<file path="src/rtl/sync_xfer_arbiter.sv">
// Round-robin arbiter in clk_a that shares one 4-phase vld/ack level crossing among NUM_REQ requesters.
// Optional per-phase watchdog is compiled in when CDC_ARB_TIMEOUT_EN is defined.
module sync_xfer_arbiter #(
  parameter int NUM_REQ   = 4,
  parameter int DW        = 8,
  parameter int IDW       = 2,
  parameter int TO_CYCLES = 64
) (
  input  logic                  clk_a,
  input  logic                  rst_n_a,
  input  logic [NUM_REQ-1:0]    req,
  input  logic [NUM_REQ*DW-1:0] req_data,
  output logic [NUM_REQ-1:0]    done,
  output logic                  busy,
  output logic [IDW-1:0]        owner_id,
  output logic                  sync_vld,
  output logic [DW-1:0]         sync_data,
  input  logic                  sync_ack,
  output logic                  timeout_err,
  output logic [1:0]            dbg_state
);

  if (NUM_REQ < 2 || NUM_REQ > 16 || (2**IDW) < NUM_REQ || TO_CYCLES < 1) begin : g_param_check
    $error("sync_xfer_arbiter: illegal parameter set");
  end

  typedef enum logic [1:0] {
    ST_IDLE    = 2'd0,
    ST_ASSERT  = 2'd1,
    ST_RELEASE = 2'd2
  } state_t;

  state_t               r_state;
  state_t               w_state_nxt;
  logic [IDW-1:0]       r_rr_ptr;
  logic [NUM_REQ-1:0]   r_done;
  logic                 r_busy;
  logic [IDW-1:0]       r_owner_id;
  logic                 r_sync_vld;
  logic [DW-1:0]        r_sync_data;

  logic [NUM_REQ-1:0]   w_rot;
  logic                 w_found;
  logic [IDW:0]         w_off;
  logic [IDW:0]         w_sum;
  logic [IDW-1:0]       w_pick;
  logic [DW-1:0]        w_pick_data;
  logic                 w_grant;
  logic                 w_to_hit;
  logic                 w_to_fire;
  logic [IDW-1:0]       w_rr_inc;

  logic                 w_vld_nxt;
  logic [NUM_REQ-1:0]   w_done_nxt;
  logic [IDW-1:0]       w_owner_nxt;
  logic [DW-1:0]        w_data_nxt;
  logic [IDW-1:0]       w_rr_nxt;
  logic                 w_busy_nxt;

  // Rotate requests so bit 0 is the requester at rr_ptr; lowest set bit wins.
  assign w_rot = NUM_REQ'({req, req} >> r_rr_ptr);

  always_comb begin
    w_found = 1'b0;
    w_off   = '0;
    for (int i = 0; i < NUM_REQ; i++) begin
      if (!w_found && w_rot[i]) begin
        w_found = 1'b1;
        w_off   = (IDW+1)'(i);
      end
    end
  end

  assign w_sum  = {1'b0, r_rr_ptr} + w_off;
  assign w_pick = (w_sum >= (IDW+1)'(NUM_REQ)) ? (w_sum[IDW-1:0] - IDW'(NUM_REQ))
                                               : w_sum[IDW-1:0];

  always_comb begin
    w_pick_data = '0;
    for (int i = 0; i < NUM_REQ; i++) begin
      if (w_pick == IDW'(i)) w_pick_data = req_data[i*DW +: DW];
    end
  end

  // A stale ack still high from the previous transfer blocks any new grant.
  assign w_grant  = (r_state == ST_IDLE) && w_found && !sync_ack;
  assign w_rr_inc = (r_owner_id == IDW'(NUM_REQ - 1)) ? '0 : r_owner_id + IDW'(1);

  // Handshake: sync_vld rises with sync_data stable, stays high until sync_ack is seen high,
  // then falls; the transfer ends only when sync_ack is seen low again (4-phase, level based).
  always_ff @(posedge clk_a or negedge rst_n_a) begin
    if (!rst_n_a) r_state <= ST_IDLE;
    else          r_state <= w_state_nxt;
  end

  always_comb begin
    w_state_nxt = r_state;
    w_to_fire   = 1'b0;
    case (r_state)
      ST_IDLE: begin
        if (w_grant) w_state_nxt = ST_ASSERT;
      end
      ST_ASSERT: begin
        if (sync_ack) begin
          w_state_nxt = ST_RELEASE;
        end else if (w_to_hit) begin
          w_state_nxt = ST_RELEASE;
          w_to_fire   = 1'b1;
        end
      end
      ST_RELEASE: begin
        if (!sync_ack) begin
          w_state_nxt = ST_IDLE;
        end else if (w_to_hit) begin
          w_state_nxt = ST_IDLE;
          w_to_fire   = 1'b1;
        end
      end
      default: w_state_nxt = ST_IDLE;
    endcase
  end

  always_comb begin
    w_vld_nxt   = r_sync_vld;
    w_done_nxt  = '0;
    w_owner_nxt = r_owner_id;
    w_data_nxt  = r_sync_data;
    w_rr_nxt    = r_rr_ptr;
    case (r_state)
      ST_IDLE: begin
        if (w_grant) begin
          w_vld_nxt   = 1'b1;
          w_owner_nxt = w_pick;
          w_data_nxt  = w_pick_data;
        end
      end
      ST_ASSERT: begin
        if (sync_ack) begin
          w_vld_nxt = 1'b0;
          for (int i = 0; i < NUM_REQ; i++) begin
            w_done_nxt[i] = (r_owner_id == IDW'(i));
          end
        end else if (w_to_fire) begin
          w_vld_nxt = 1'b0;
        end
      end
      ST_RELEASE: begin
        w_vld_nxt = 1'b0;
        if (!sync_ack || w_to_fire) w_rr_nxt = w_rr_inc;
      end
      default: w_vld_nxt = 1'b0;
    endcase
  end

  assign w_busy_nxt = (w_state_nxt != ST_IDLE);

  always_ff @(posedge clk_a or negedge rst_n_a) begin
    if (!rst_n_a) begin
      r_rr_ptr    <= '0;
      r_done      <= '0;
      r_busy      <= 1'b0;
      r_owner_id  <= '0;
      r_sync_vld  <= 1'b0;
      r_sync_data <= '0;
    end else begin
      r_rr_ptr    <= w_rr_nxt;
      r_done      <= w_done_nxt;
      r_busy      <= w_busy_nxt;
      r_owner_id  <= w_owner_nxt;
      r_sync_vld  <= w_vld_nxt;
      r_sync_data <= w_data_nxt;
    end
  end

`ifdef CDC_ARB_TIMEOUT_EN
  localparam int CW = $clog2(TO_CYCLES + 1);

  logic [CW-1:0] r_phase_cnt;
  logic          r_timeout_err;

  assign w_to_hit = (r_state != ST_IDLE) && (r_phase_cnt == CW'(TO_CYCLES - 1));

  // Counter restarts on every state change so each phase gets its own budget.
  always_ff @(posedge clk_a or negedge rst_n_a) begin
    if (!rst_n_a) begin
      r_phase_cnt   <= '0;
      r_timeout_err <= 1'b0;
    end else begin
      r_timeout_err <= w_to_fire;
      if (w_state_nxt != r_state)  r_phase_cnt <= '0;
      else if (r_state != ST_IDLE) r_phase_cnt <= r_phase_cnt + CW'(1);
    end
  end

  assign timeout_err = r_timeout_err;
`else
  assign w_to_hit    = 1'b0;
  assign timeout_err = 1'b0;
`endif

  assign done      = r_done;
  assign busy      = r_busy;
  assign owner_id  = r_owner_id;
  assign sync_vld  = r_sync_vld;
  assign sync_data = r_sync_data;
  assign dbg_state = r_state;

endmodule

</file>
<file path="config.mk">
export PLATFORM = sky130hd
export DESIGN_NAME = sync_xfer_arbiter
export DESIGN_NICKNAME = d
export VERILOG_FILES = /design/src/rtl/sync_xfer_arbiter.sv
export SDC_FILE = /design/constraint.sdc
export NUM_CORES = 1
export LEC_CHECK = 0
export BUFFER_PORTS_ARGS = -buffer_cell sky130_fd_sc_hd__buf_2
export CAP_MARGIN = 10
export CORE_MARGIN = 10
export CORE_UTILIZATION = 25
export CTS_BUF_LIST = sky130_fd_sc_hd__clkbuf_8 sky130_fd_sc_hd__clkbuf_16
export DETAILED_ROUTE_END_ITERATION = 12
export PLACE_DENSITY_LB_ADDON = 0.08
export SKIP_LAST_GASP = 1
export SLEW_MARGIN = 40
export SYNTH_ARGS = -nofsm -noshare
export SYNTH_HDL_FRONTEND = slang
export SYNTH_SLANG_ARGS = --single-unit
</file>
<file path="constraint.sdc">
create_clock -name clk_a -period 3.2 [get_ports clk_a]
set_input_delay 0.64 -clock clk_a [delete_from_list [all_inputs] [get_ports clk_a]]
set_output_delay 0.64 -clock clk_a [all_outputs]
set_load 0.02 [all_outputs]
</file>
==> metrics.md, run 1 <==
| Metric | Value |
|---|---|
| Yosys warning count | 0 |
| Rows | 31 |
| Number of hold violations in the final report | 0 |
| Asr flop ratio synth | between 90% and 100% |
| WHS | ~0.32 ns |
| Worst setup SP type | input pin |
| Setup violators final | 0 |
| Via count | 1741 |
| Post-Syn Nets | around 250 |
| Synth Flop Type | dfrtp_1 |
| Crit-path slowest cell | a2111oi_1 |
| # DRC | 0 |
| RSZ-0062 raised after global routing | false |
| # Max-Cap Violations | 0 |
| Post-route setup slack | 0.2983 ns |
| PwrDens | 809.9 mW/mm^2 |
| Crit end category | flip-flop |
| Post-synthesis adder-cell area fraction | about 3.3% |
| XOR/XNOR Fraction of Synth Area | slightly below 5% |
| Layout cells sized above 1 | 38.78% |
| Core area | approximately 0.0073 sq mm |
| Largest net degree at the start of global routing | 27 |
| GRT Residual Overflow | 0 |
| I/O Buffers | 56 |
| Place WS | -0.02972 ns |
| Clock transition at the registers of the reported paths | 0.08 ns |
| Mapped Cells | 205 |
| Fin. max-slew vios | 0 |
| WL per Instance | ~16 um |
| Total track usage | between 10% and 20% |
| Die X | 106.8 um |
| Mux contribution to synthesized area | a little under a tenth |
| First-pass GRT wire length | roughly 9500 um |
| Top-area cell type share of the netlist area | a little over a quarter |
| Starting density of the core | ~26% |
| TritonCTS buffer count | 3 |
| Largest area contributor in the netlist | dfrtp_1 |
| Arr. time, crit path | ~3 ns |
| CTS Hold Bufs | 0 |
| Crit path buf inv count | 3 |
| Post-synth EDFFs | 0 |
| R2R Path Start | r_rr_ptr[1]$_DFFE_PN0P_ |
| Num ports | 58 |
| Critical path type | in2reg |
| Worst Path Max Fanout | 26 |
| Worst-path cell chain | buf_2 > nand2b_1 > a21oi_1 > nor2_1 > a21oi_1 > o21ai_0 > ha_1 > buf_12 > and3_1 > o21ai_0 > nand2_1 > a2111oi_1 > buf_4 > a211oi_1 |
| Seq/Total Area, Yosys | 26.60% |
| Seq cells post-synth | 20 |
| Post-CTS Repair Setup Buffers | 0 |
| Outcome | finished clean |
| Pwr Total | 1.932 mW |
| WP depth | 14 |
| Clock tree from TritonCTS | done |
| DR pass1 iterations | 4 |
| CTS Sinks | 20 |
| Worst reg2reg path depth | 13 |
| Fillers | 815 |
| Total die area | 0.01140 sq mm |
| Post-CTS Resized | 0 |
| N_diodes | 0 |
| First DRT Iteration DRCs | 31 |
| P_leak | about 1 nW |
| Final Skew | about 0.0055 ns |
| Root Buffer | clkbuf_8 |
| Number of global-route vias before repair | between 1500 and 2000 |
| Chip Height | about 110 um |
| Area Overhead vs Synth | 26.80% |
| Synth Area in Simple Gates | 22.67% |
| Period Utilization, post-route | around nine tenths |
| Antenna-violating nets left | 0 |
| HP Class | in2async |
| Total Nets Final | slightly above 300 |
| Required @ worst endpoint | 3.33 ns |
| CP peak stage delay | approximately 0.56 ns |
| Htree depth | 1 |
| GP Congestion | about 0.78 |
| Final WL | 5829 um |
| Cell variety after synth | 47 |
| Max VDD drop | 0.2657 mV |
| Post-synthesis area per instance | 9.180 sq um |
| Detailed Place HPWL | ~4500 um |
| Top cells by area, synth | dfrtp_1, mux2_2, and2_1 |
| Compound-gate portion of the synthesized area | between 20% and 30% |
| Synthesized cell area | roughly 0.0019 sq mm |
| Period minus WS final | just under 3 ns |
| Main combinational cell family by area after synthesis | compound AO/OA/AOI/OAI gates |
| CP delay by family, top | compound AO/OA/AOI/OAI gates |
| Vias per cell | 4.809 |
| Setup crit start | req[1] |
| Fmax | around 0.34 GHz |
| Worst-case clock buffer depth | 2 |
| Initial antenna violation count | 0 |
| Worst-skew pair later-pin latency | roughly 0.26 ns |
==> final timing paths <==
| kind | to | slack [ns] |
|---|---|---|
| max | sync_data[2]$_DFFE_PN0P_ | 0.30 |
| min | sync_data[0]$_DFFE_PN0P_ | 0.32 |
| min in group clk_a | sync_data[2]$_DFFE_PN0P_ | 0.56 |
| min reg2reg | sync_data[2]$_DFFE_PN0P_ | 0.56 |
| max reg2reg | sync_data[2]$_DFFE_PN0P_ | 0.33 |
| max in group asynchronous | owner_id[0]$_DFFE_PN0P_ | 2.56 |
==> flip-flops by register name (all words and copies together) (netlist names) <==
register / flops
sync_data: 8
busy: 1
dbg_state: 2
owner_id: 2
r_rr_ptr: 2
sync_vld: 1
done: 4
==> cells by family (layout without fill, tap and decap cells) <==
kind of cell,after synthesis,in the layout
compound gates,64,64
xor+xnor,4,4
fa+ha+maj,5,5
buf+inv,23,81
flops,20,20
mux,16,16
other cells,1,1
simple gates,72,72
==> Yosys cell counts, types with 2 or more instances <==
master and number:
dfrtp_1 20, nor2_1 15, and2_1 14, a21oi_1 13, o21ai_0 12, a211oi_1 8, mux2_2 8, mux2i_1 8
nand2_1 8, a32o_1 7, clkbuf_1 7, nand4_1 7, a2111oi_1 6, nand2b_1 6, buf_2 5, ha_1 5
inv_1 5, nor2b_1 4, nor3b_1 4, a211oi_2 3, buf_4 3, nor4_2 3, xnor2_4 3, a2111oi_2 2
and3_1 2, buf_6 2, nand3_1 2, nor2_2 2, o211ai_1 2, o21ai_1 2
==> placed cells by master (no fill, tap or decap), types with 3 or more instances in the layout <==
cell        n
nor2b_1     4
ha_1        5
mux2i_1     8
and2_1     14
nor2_1     15
inv_1       5
dfrtp_1    20
nor3b_1     4
a21oi_1    13
a211oi_2    3
a2111oi_1   6
buf_4      14
a211oi_1    8
buf_2      56
nand2_1     8
nand4_1     7
xnor2_4     3
nor4_2      3
clkbuf_8    3
mux2_2      8
o21ai_0    12
a32o_1      7
nand2b_1    6
==> metrics by stage <==
stage	utilization (%)	instance area, sq um	std cells	TNS (ns)
final	32.72	2386	362	0
after CTS	32.72	2386	362	0
after detailed placement	31.74	2315	358	-0.02972
after floorplan	-	1882	205	0
after global routing	32.72	2386	362	0
after global placement	31.74	2315	358	0
==> where the power goes <==
part,total [mW],internal [mW],switching (mW)
clock network,0.254,0.167,0.0871
logic,1.27,0.556,0.716
registers,0.407,0.343,0.0642
total,1.93,1.07,0.867
==> final cells by class <==
cell class              instances  area, sq um  area share, %
multi-input cells             162         1262          52.91
flip-flops and latches         20        500.5          20.98
clock inverters                 1        30.03          1.259
well taps                      99        123.9          5.191
repair buffers                 71        405.4          16.99
clock buffers                   3        41.29          1.730
inverters                       6        22.52         0.9439
==> routing by layer <==
layer	up-vias	global-route usage, %	part of all wire (%)
met5	-	0	0
met4	0	2.224	0.94
met3	4	2.395	5.1
met2	52	15.80	45
met1	804	13.72	49
li1	881	-	-
(Power assumes the default switching activity.)
==> inputs of run 2 (changes only) <==
CORE_UTILIZATION = 31   (was 25)
==> metrics.md, run 2 (synthesized netlist as in run 1, its figures left out) <==
| Metric | Value |
|---|---|
| First DRT Iteration DRCs | 36 (was 31) |
| First-pass GRT wire length | 8845 um (was 9487 um) |
| CP delay by family, top | compound AO/OA/AOI/OAI gates (unchanged) |
| Root Buffer | clkbuf_8 (unchanged) |
| Comb power frac | 67.8% (was 65.8%) |
| Num ports | 58 (unchanged) |
| Crit-path slowest cell | dfrtp_1 (was a2111oi_1) |
| RSZ-0062 raised after global routing | false (unchanged) |
| TritonCTS buffer count | 3 (unchanged) |
| Worst-skew pair later-pin latency | 0.25 ns (was 0.26 ns) |
| CTS Hold Bufs | 0 (unchanged) |
| # Max-Cap Violations | 0 (unchanged) |
| Arr. time, crit path | 3.01 ns (was 3.03 ns) |
| Area Overhead vs Synth | 23.27% (was 26.80%) |
| Post-CTS Resized | 0 (unchanged) |
| Commonest cells after routing, fill and taps aside | buf_2, dfrtp_1, nor2_1, and2_1, a21oi_1 (was buf_2, dfrtp_1, nor2_1, and2_1, buf_4) |
| Clock transition at the registers of the reported paths | 0.07 ns (was 0.08 ns) |
| DR pass1 iterations | 4 (unchanged) |
| Clock Power Share | 8.7% (was 13.1%) |
| # DRC | 0 (unchanged) |
| HP Class | in2async (unchanged) |
| Fin. max-slew vios | 0 (unchanged) |
| Worst-case clock buffer depth | 2 (unchanged) |
| Post-CTS Repair Setup Buffers | 0 (unchanged) |
| Max VDD drop | 0.2862 mV (was 0.2657 mV) |
| Number of hold violations in the final report | 0 (unchanged) |
| Layout cells sized above 1 | 38.08% (was 38.78%) |
| GP Congestion | 0.7581 (was 0.7830) |
| WL per Instance | 16.12 um (was 16.10 um) |
| I/O Buffers | 56 (unchanged) |
| Die X | 97.91 um (was 106.8 um) |
| Critical path type | reg2reg (was in2reg) |
| Rows | 28 (was 31) |
| Worst Path Max Fanout | 19 (was 26) |
| Via count | 1706 (was 1741) |
| Total Nets Final | 306 (was 308) |
| PwrDens | 785.7 mW/mm^2 (was 809.9 mW/mm^2) |
| Core Util, Final | 39.18% (was 32.72%) |
| Number of global-route vias before repair | 1743 (was 1779) |
| Total track usage | 10.81% (was 10.10%) |
| Fin Setup TNS | 0 ns (unchanged) |
| Htree depth | 1 (unchanged) |
| Pint | 0.9716 mW (was 1.065 mW) |
| Fmax | 0.3463 GHz (was 0.3446 GHz) |
| Crit end category | flip-flop (unchanged) |
| Starting density of the core | 31.78% (was 25.81%) |
| Least-Margin Pin Slew | between 0.7 and 0.8 ns |
| Net switching power | 0.8510 mW (was 0.8670 mW) |
| N_diodes | 0 (unchanged) |
| Worst setup SP type | flip-flop (was input pin) |
| Clock tree from TritonCTS | done (unchanged) |
| Final WL | 5401 um (was 5829 um) |
| P_leak | 0.9948 nW (was 1.017 nW) |
| Largest register FFs | 8 (unchanged) |
| Required @ worst endpoint | 3.32 ns (was 3.33 ns) |
| Worst rel slew slack | a little over half |
| Final std cells w/o fill | 335 (was 362) |
| Setup violators final | 0 (unchanged) |
| Largest net degree at the start of global routing | 23 (was 27) |
| Post-Place Cells | 332 (was 358) |
| Chip Height | 97.91 um (was 106.8 um) |
| Worst-path cell chain | buf_4 > nor2_1 > a21oi_1 > o21ai_0 > ha_1 > buf_12 > xnor2_4 > xnor2_4 > a32o_1 > a2111oi_1 > buf_4 > a211oi_1 (was buf_2 > nand2b_1 > a21oi_1 > nor2_1 > a21oi_1 > o21ai_0 > ha_1 > buf_12 > and3_1 > o21ai_0 > nand2_1 > a2111oi_1 > buf_4 > a211oi_1) |
| Total die area | 0.009586 sq mm (was 0.01140 sq mm) |
| Antenna-violating nets left | 0 (unchanged) |
| Placed Area | 0.002278 sq mm (was 0.002315 sq mm) |
| Most common cell after layout, fill and taps aside | buf_2 (unchanged) |
| Switching share of power | 46.69% (was 44.87%) |
| Period Utilization, post-route | 90.23% (was 90.68%) |
| Core area | 0.005921 sq mm (was 0.007292 sq mm) |
| Fin area | 0.002320 sq mm (was 0.002386 sq mm) |
| Period minus WS final | 2.887 ns (was 2.902 ns) |
| CTS Sinks | 20 (unchanged) |
| CP peak stage delay | 0.44 ns (was 0.56 ns) |
| Crit path buf inv count | 3 (unchanged) |
| Outcome | finished clean (unchanged) |
| Initial antenna violation count | 0 (unchanged) |
| GRT Residual Overflow | 0 (unchanged) |
| Flop pwr share | 23.5% (was 21.0%) |
| Vias per cell | 5.093 (was 4.809) |
| Detailed Place HPWL | 4214 um (was 4536 um) |
| Final Skew | 0.002192 ns (was 0.005453 ns) |
-- run 2: per-layer routing --
metal  wire length (um)  GRT usage [%]
met5                  0              0
met3                207          1.621
met2               2436          16.95
met4                 98          4.586
met1               2659          14.34
-- run 2: worst reg2reg max path: stages (launching register included) --
cell	delay, ns
dfrtp_1	0.44
buf_4	0.23
nor2_1	0.17
a21oi_1	0.09
o21ai_0	0.16
ha_1	0.25
buf_12	0.18
xnor2_4	0.15
xnor2_4	0.15
a32o_1	0.28
a2111oi_1	0.42
buf_4	0.18
a211oi_1	0.04
-- run 2: final timing paths --
kind	depth (start not counted)	slack, ns	endpoint	from
worst max-delay path	12	0.31	sync_data[3]$_DFFE_PN0P_	r_rr_ptr[1]$_DFFE_PN0P_
worst min-delay path	1	0.32	owner_id[1]$_DFFE_PN0P_	rst_n_a
worst max register to register	12	0.31	sync_data[3]$_DFFE_PN0P_	r_rr_ptr[1]$_DFFE_PN0P_
worst min register to register	2	0.56	sync_data[0]$_DFFE_PN0P_	sync_data[0]$_DFFE_PN0P_
max in group asynchronous	1	2.57	sync_data[4]$_DFFE_PN0P_	rst_n_a
min in group clk_a	2	0.56	sync_data[0]$_DFFE_PN0P_	sync_data[0]$_DFFE_PN0P_
-- run 2: layout make-up --
class | count | area, sq um
well taps | 75 | 93.84
flip-flops and latches | 20 | 500.5
clock buffers | 3 | 41.29
multi-input cells | 162 | 1271
repair buffers | 69 | 390.4
fillers | 607 | 3601
inverters | 6 | 22.52
-- run 2: per-stage QoR --
stage	hold WS [ns]	power, mW	setup slack, ns
floorplan	0.3444	1.324	0.01414
global placement	0.5401	1.682	0.04482
detailed placement	0.5502	1.677	0.02540
CTS	0.3358	1.847	0.2561
global route	0.3503	1.981	0.06264
finish	0.3248	1.823	0.3126
-- run 2: power by group through the flow --
stage          clock, mW  sequential (mW)  combinational (mW)
6_report           0.159            0.428                1.24
5_1_grt            0.178            0.442                1.36
2_1_floorplan          0            0.495               0.829
4_1_cts            0.168            0.428                1.25
3_3_place_gp           0            0.432                1.25
3_5_place_dp           0            0.431                1.25
